File: src/rtl/dff_link_serial_feeder.sv
// Parallel-in/serial-out framer feeding the 1-bit DFF delay link.
// Frame: start bit (~IDLE_LEVEL), data MSB-first, optional even-parity bit.
module dff_link_serial_feeder #(
  parameter int unsigned DATA_WIDTH = 8,
  parameter int unsigned PARITY_EN  = 1,
  parameter logic        IDLE_LEVEL = 1'b0
) (
  input  logic                  CLK,
  input  logic                  RST,
  input  logic [DATA_WIDTH-1:0] in_data,
  input  logic                  in_valid,
  output logic                  in_ready,
  output logic                  output_data,
  output logic                  frame_active,
  output logic                  word_done
);

  localparam int unsigned     CNT_W    = (DATA_WIDTH > 1) ? $clog2(DATA_WIDTH) : 1;
  localparam logic [CNT_W-1:0] CNT_LAST = CNT_W'(DATA_WIDTH - 1);
  localparam logic            PAR_ON   = (PARITY_EN != 0);

  typedef enum logic [1:0] {
    S_IDLE   = 2'd0,
    S_START  = 2'd1,
    S_SHIFT  = 2'd2,
    S_PARITY = 2'd3
  } state_t;

  state_t                state_q, state_n;
  logic [DATA_WIDTH-1:0] shreg_q, shreg_n;
  logic [CNT_W-1:0]      cnt_q, cnt_n;
  logic                  par_q, par_n;
  logic                  od_n, fa_n, wd_n, rdy_n;
  logic                  accept;

  // State, datapath and registered outputs
  always_ff @(posedge CLK or posedge RST) begin
    if (RST) begin
      state_q      <= S_IDLE;
      shreg_q      <= '0;
      cnt_q        <= '0;
      par_q        <= 1'b0;
      output_data  <= IDLE_LEVEL;
      frame_active <= 1'b0;
      word_done    <= 1'b0;
      in_ready     <= 1'b1;
    end else begin
      state_q      <= state_n;
      shreg_q      <= shreg_n;
      cnt_q        <= cnt_n;
      par_q        <= par_n;
      output_data  <= od_n;
      frame_active <= fa_n;
      word_done    <= wd_n;
      in_ready     <= rdy_n;
    end
  end

  // Next state; outputs are decoded from the next state so they line up with it
  always_comb begin
    state_n = state_q;
    shreg_n = shreg_q;
    cnt_n   = cnt_q;
    par_n   = par_q;
    accept  = in_valid & in_ready;

    unique case (state_q)
      S_IDLE: ;
      S_START: begin
        state_n = S_SHIFT;
        cnt_n   = CNT_LAST;
      end
      S_SHIFT: begin
        if (cnt_q != '0) begin
          shreg_n = {shreg_q[DATA_WIDTH-2:0], 1'b0};
          cnt_n   = cnt_q - CNT_W'(1);
        end else if (PAR_ON) begin
          state_n = S_PARITY;
        end else begin
          state_n = S_IDLE;
        end
      end
      S_PARITY: state_n = S_IDLE;
      default:  state_n = S_IDLE;
    endcase

    // in_ready is only high in IDLE or the final-bit cycle, so this covers back-to-back
    if (accept) begin
      state_n = S_START;
      shreg_n = in_data;
      par_n   = ^in_data;
      cnt_n   = '0;
    end

    od_n = IDLE_LEVEL;
    unique case (state_n)
      S_IDLE:   od_n = IDLE_LEVEL;
      S_START:  od_n = ~IDLE_LEVEL;
      S_SHIFT:  od_n = shreg_n[DATA_WIDTH-1];
      S_PARITY: od_n = par_n;
      default:  od_n = IDLE_LEVEL;
    endcase

    fa_n  = (state_n != S_IDLE);
    wd_n  = (state_n == S_PARITY) || ((state_n == S_SHIFT) && (cnt_n == '0) && !PAR_ON);
    rdy_n = (state_n == S_IDLE) || wd_n;
  end

endmodule
File: config.mk
export PLATFORM = sky130hd
export DESIGN_NAME = dff_link_serial_feeder
export DESIGN_NICKNAME = d
export VERILOG_FILES = /design/src/rtl/dff_link_serial_feeder.sv
export SDC_FILE = /design/constraint.sdc
export NUM_CORES = 1
export LEC_CHECK = 0
export BUFFER_PORTS_ARGS = -buffer_cell sky130_fd_sc_hd__buf_2
export CAP_MARGIN = 20
export CORE_MARGIN = 8
export CORE_UTILIZATION = 40
export CTS_CLUSTER_DIAMETER = 40
export CTS_CLUSTER_SIZE = 8
export DETAILED_ROUTE_END_ITERATION = 8
export GPL_TIMING_DRIVEN = 0
export SYNTH_ARGS = -nofsm -noshare
export SYNTH_HDL_FRONTEND = slang
export SYNTH_SLANG_ARGS = --single-unit
export TNS_END_PERCENT = 30
File: constraint.sdc
create_clock -name CLK -period 4.38 [get_ports CLK]
set_input_delay 0.219 -clock CLK [delete_from_list [all_inputs] [get_ports CLK]]
set_output_delay 0.219 -clock CLK [all_outputs]
set_load 0.05 [all_outputs]
# Word-level counts from Yosys, hierarchy flattened
# Cells that the tools add are included.
# op_classes
bitwise,1
addsub,1
n_reduce_logical,10
eq_ne,7
mux,11
# ops
operator,n
two-way mux 8 bit,3
"equality test 2 bit, second input constant",4
XOR reduction 8 bit,1
two-way mux 3 bit,2
case mux 2 bit (3 select lines),1
case mux 3 bit (2 select lines),1
nonzero test 2 bit,3
nonzero test 3 bit,2
"equality test 2 x 1 -> 1 bit, second input constant",2
two-way mux 2 bit,2
case mux 1 bit (4 select lines),1
AND reduction 2 bit,2
"inequality test 3 bit, second input constant",1
"subtractor 3 x 1 -> 3 bit, second input constant",1
logical NOT 2 bit,1
bitwise AND 1 bit,1
logical OR 1 bit,1
two-way mux 1 bit,1
# totals
wordCells,39
ff_bits,18
out_inout_bits,4

# Depth between registers and ports, before layout
# logic_depth
ltp_word,6
mapped_depth,11
ltp_nobuf,11

# Least setup slack after synthesis
# OpenSTA, ideal clock, no wires.
# synth_path
kind,register to register
startpoint,reg in_ready
endpoint,reg output_data
setup_slack_ps,2700
setup_time_ps,76
stages_incl_launch_ff,9
arrival_time_ps,1604
required_time_ps,4304
cell_sequence,dfstp_2 and2_1 clkbuf_1 nor2_1 inv_1 ha_1 nand2_1 o211a_1 o21ai_1
# synth_between
elab_chain_cells,4
elab_cells_between_ends,9
cone_classes,3 x eq/ne; 4 x mux; 1 x bitwise; 1 x reduce/logical
# synth_rtl
item,line,source
from (decl),12,"output logic in_ready,"
from (signal assigned),55,in_ready <= rdy_n;
bitwise AND 1 bit,65,accept = in_valid & in_ready;
two-way mux 2 bit,88,if (accept) begin
net state_n[0],29,"state_t state_q, state_n;"
equality test 2 bit,n/a,
net wd_n,33,"logic od_n, fa_n, wd_n, rdy_n;"
case mux 1 bit (4 select lines),96,unique case (state_n)
net od_n,33,
to (signal assigned),52,output_data <= od_n;
to (decl),13,"output logic output_data,"
# The timed path passes the listed nets, and every way through them passes these cells.
# A chain may end at the register's enable or synchronous reset.

# Final worst setup path
# layout_path
startpoint,reg cnt_q[0]
endpoint,reg output_data
# layout_between
elab_chain_cells,6
elab_cells_between_ends,12
cone_classes,3 x eq/ne; 7 x mux; 2 x reduce/logical
# layout_rtl
item,line,source
from (decl),31,"logic [CNT_W-1:0] cnt_q, cnt_n;"
from (signal assigned),50,cnt_q <= cnt_n;
nonzero test 3 bit,74,if (cnt_q != '0) begin
two-way mux 2 bit,74,
case mux 2 bit (3 select lines),67,unique case (state_q)
two-way mux 2 bit,88,
net state_n[0],29,
equality test 2 bit,n/a,
net wd_n,33,
case mux 1 bit (4 select lines),96,
net od_n,33,
# The timed path passes the listed nets, and every way through them passes these cells. The select of a mux whose other input is x is not followed.

==> impl_summary.txt <==
----------------------------------------------------
[Clocking]
  Clock input transition at the sequential cells of the worst setup and hold paths ... 0.10 ns
  Cts hold-fix bufs ... 0
  Clock tree root driver cell ... sky130_fd_sc_hd__clkbuf_4
  Clk sinks ... 18
  Insertion delay of the later-clocked pin in the worst-skew pair ... 0.29 ns
  Post_cts resized ... 0
  Number of H-tree levels ... 1
  CTS tree ... yes
  Clock Path Buffers ... 2
  Buffer count from post-CTS setup fixing ... 0
  Number of buffers inserted during clock tree synthesis ... 3

[Route]
  Vias per std cell ... 4.70
  Detailed-route via count ... 658
  Average wire per standard cell ... 11.9 um
  Detailed-router iteration count before antenna repair ... 2
  Count of routing violations after the opening detailed-route iteration ... 10
  Total wirelength of the detailed-routed design ... 1660 um
  Number of nets with antenna violations after detailed routing ... 0
  Drc violations ... 0

[Logic synthesis]
  Post-synth net total ... between 100 and 150
  Mapped Avg Cell Area ... about 10 um2
  Largest area contributor in the netlist ... sky130_fd_sc_hd__dfrtp_1
  Number of enable-type register cells in the synthesized netlist ... 0
  Most numerous cell in the Yosys netlist ... sky130_fd_sc_hd__dfrtp_1
  Share of synthesized area occupied by flip-flops and latches ... 47.1%
  Ys async rst share ... 100%
  Post-Syn Area ... 960 um2
  Main area contributors after synthesis ... sky130_fd_sc_hd__dfrtp_1, sky130_fd_sc_hd__ha_1, sky130_fd_sc_hd__mux2i_1
  Fraction of post-synthesis cell area in the top cell type by area ... 44.3%
  Flops & latches, synth ... 18
  Gate Count Post-Synth ... 94
  Distinct cells, synth ... 24
  Commonest cells in the netlist ... sky130_fd_sc_hd__dfrtp_1, sky130_fd_sc_hd__nand2_1, sky130_fd_sc_hd__inv_1, sky130_fd_sc_hd__ha_1
  Number of synthesis warnings ... 0
  Leading register cell type out of synthesis ... sky130_fd_sc_hd__dfrtp_1

[Timing]
  Relative max-transition margin ... roughly 54%
  Maximum clock frequency ... 544 MHz
  Clock period minus worst slack ... 1.84 ns
  Fin. max-slew vios ... 0
  Final setup violation count ... 0
  Tightest Pin Transition ... 0.691 ns
  Setup TNS ... 0 ns
  RSZ-0062 raised after global routing ... no
  Post-route clock period utilization ... 41.9%
  Final Hold Violating Endpoints ... 0
  Clock skew ... 0.00769 ns

[Finish]
  Filler cells ... 224
  FF/Latch Area ... 452 um2
  Area growth from synthesis to layout ... 13.7%
  Area taken by multi-input logic gates ... 454 um2
  Share of layout cells above drive strength 1 ... 21.4%
  Diode count ... 0
  Net count reported at finish ... 132
  Fin cells ... 140

[Power]
  Int Pwr ... 0.000456 W
  PwrDens ... about 730 mW/mm2
  Worst vdd rail ir drop ... 0.000548 V
  Share of total power consumed by net switching ... 42.7%
  Leakage power ... 0.566 nW
  Clock power frac ... 10.6%
  Sequential group share of total power ... 36.2%
  Share of power burned in combinational logic ... 53.3%
  Psw ... 0.000340 W

[Placed design]
  Sum of net half-perimeters after detailed placement ... 1300 um
  IO buf count ... 14
  Number of instances in the placed design ... 136
  RePlAce Congestion ... 0.715

[Worst setup path]
  Cell depth of the worst setup path ... 11
  Cell Chain, Critical Path ... inv_1 -> ha_1 -> nand2b_4 -> o21ai_0 -> o21a_1 -> nor2_1 -> inv_1 -> ha_1 -> nand2_1 -> o211a_1 -> o21ai_1
  Critical Path Slowest Stage Cell ... sky130_fd_sc_hd__dfrtp_1
  Critical Setup Path Class ... flop to flop
  Required time of the worst setup path ... 4.55 ns
  Cell family with the largest share of critical-path delay ... adder cells
  CP Buf/Inv Count ... 2
  Crit path launch type ... flop
  CP Max Fanout ... 4
  Crit. End Element ... flop
  Cell count of the worst reg-to-reg path ... 11
  Largest incremental delay on the critical path ... 0.33 ns
  Data arrival time of the critical path ... 2.00 ns

[Floorplanning]
  Area enclosed by the die boundary ... roughly 0.0042 mm2
  Floorplan core area ... about 0.0022 mm2
  Number of standard-cell rows in the floorplan ... 17
  Total I/O pin count ... 15
  Starting density of the core ... 43.0%
  Overall die height ... 65.0 um
  Die width ... 65.0 um

[Job]
  Max-capacitance violation count ... 0

[Global route]
  Global routing usage summed across all routing layers ... 8.83%
  Largest net degree at the start of global routing ... 19
  Number of global-route vias before repair ... between 700 and 800
  Total overflow reported by the global router ... 0
  Wire length of the first global-routing pass ... 3060 um
  Initial antenna violation count ... 0

[Min path]
  Type of the worst min-delay path ... input port to asynchronous set/reset pin

[Outcome]
  Run status ... finished clean

----------------------------------------------------
-- worst paths after layout --
check                                     start                      to  slack [ns]
hold / removal                              RST    cnt_q[1]$_DFFE_PP0P_        0.02
min in group CLK                     in_data[5]  shreg_q[5]$_DFFE_PP0P_        0.15
setup / recovery           cnt_q[0]$_DFFE_PP0P_   output_data$_DFF_PP0_        2.54
hold reg to reg                 par_q$_DFF_PP0_         par_q$_DFF_PP0_        0.50
max in group asynchronous                   RST  frame_active$_DFF_PP0_        3.92
setup reg to reg           cnt_q[0]$_DFFE_PP0P_   output_data$_DFF_PP0_        2.54
-- kinds of logic (layout without fill, tap and decap cells) --
| family | Yosys count | after routing | share of synthesized area (%) |
|---|---|---|---|
| buffers and inverters | 12 | 30 | 5.61 |
| AND/OR/NAND/NOR | 26 | 26 | 14.1 |
| XOR/XNOR | 7 | 7 | 6.39 |
| multiplexers | 7 | 7 | 7.30 |
| AO/OA/AOI/OAI | 16 | 16 | 9.13 |
| flip-flops | 18 | 18 | 47.1 |
| adder cells (fa/ha/maj) | 8 | 8 | 10.4 |
-- area by class of cell --
type,instances,share of cell area [%]
multi-input combinational,64,41.6
sequential,18,41.4
timing repair buffer,14,6.42
tap,28,3.21
inverter,9,3.10
clock buffer,4,2.41
buffer,3,1.83
-- power groups by stage --
stage	Clock [W]	Sequential, W	Combinational, W
floorplan	0	0.000345	0.000287
global route	0.0000929	0.000298	0.000482
global placement	0	0.000291	0.000418
finish	0.0000841	0.000288	0.000424
CTS	0.0000878	0.000289	0.000436
detailed placement	0	0.000292	0.000433
-- state kept, by name, indices dropped and copies added (netlist names) --
name and count:
par_q 1, cnt_q 3, shreg_q 8, output_data 1
state_q 2, word_done 1, frame_active 1, in_ready 1
-- stage by stage --
stage               power [W]  cell area, um2  worst slack, ns  util (%)  hold WS, ns
floorplan            0.000632             960             2.70         -        0.157
global placement     0.000709            1060             2.57      47.7        0.374
detailed placement   0.000725            1060             2.55      47.7        0.367
CTS                  0.000813            1090             2.52      48.9       0.0449
global route         0.000873            1090             2.34      48.9       0.0898
finish               0.000797            1090             2.54      48.9       0.0172
-- cell usage in the layout (no fill, tap or decap), types with 3 or more instances in the layout --
cell type and instances:
sky130_fd_sc_hd__mux2i_1 7, sky130_fd_sc_hd__dfrtp_1 17, sky130_fd_sc_hd__ha_1 8, sky130_fd_sc_hd__inv_1 9, sky130_fd_sc_hd__a21oi_1 5, sky130_fd_sc_hd__buf_2 15, sky130_fd_sc_hd__nor2_1 5, sky130_fd_sc_hd__nand2_1 12
sky130_fd_sc_hd__xnor2_1 7, sky130_fd_sc_hd__o21ai_0 7, sky130_fd_sc_hd__clkbuf_4 3
-- layer usage --
metal | vias to the layer above | share of wire (%) | GRT usage (%)
li1 | 340 | - | -
met1 | 307 | 46 | 9.83
met2 | 9 | 49 | 15.2
met3 | 2 | 3.5 | 2.06
met4 | 0 | 0.96 | 4.90
met5 | - | 0 | 0
No activity file was read; power rests on OpenSTA's default activity.
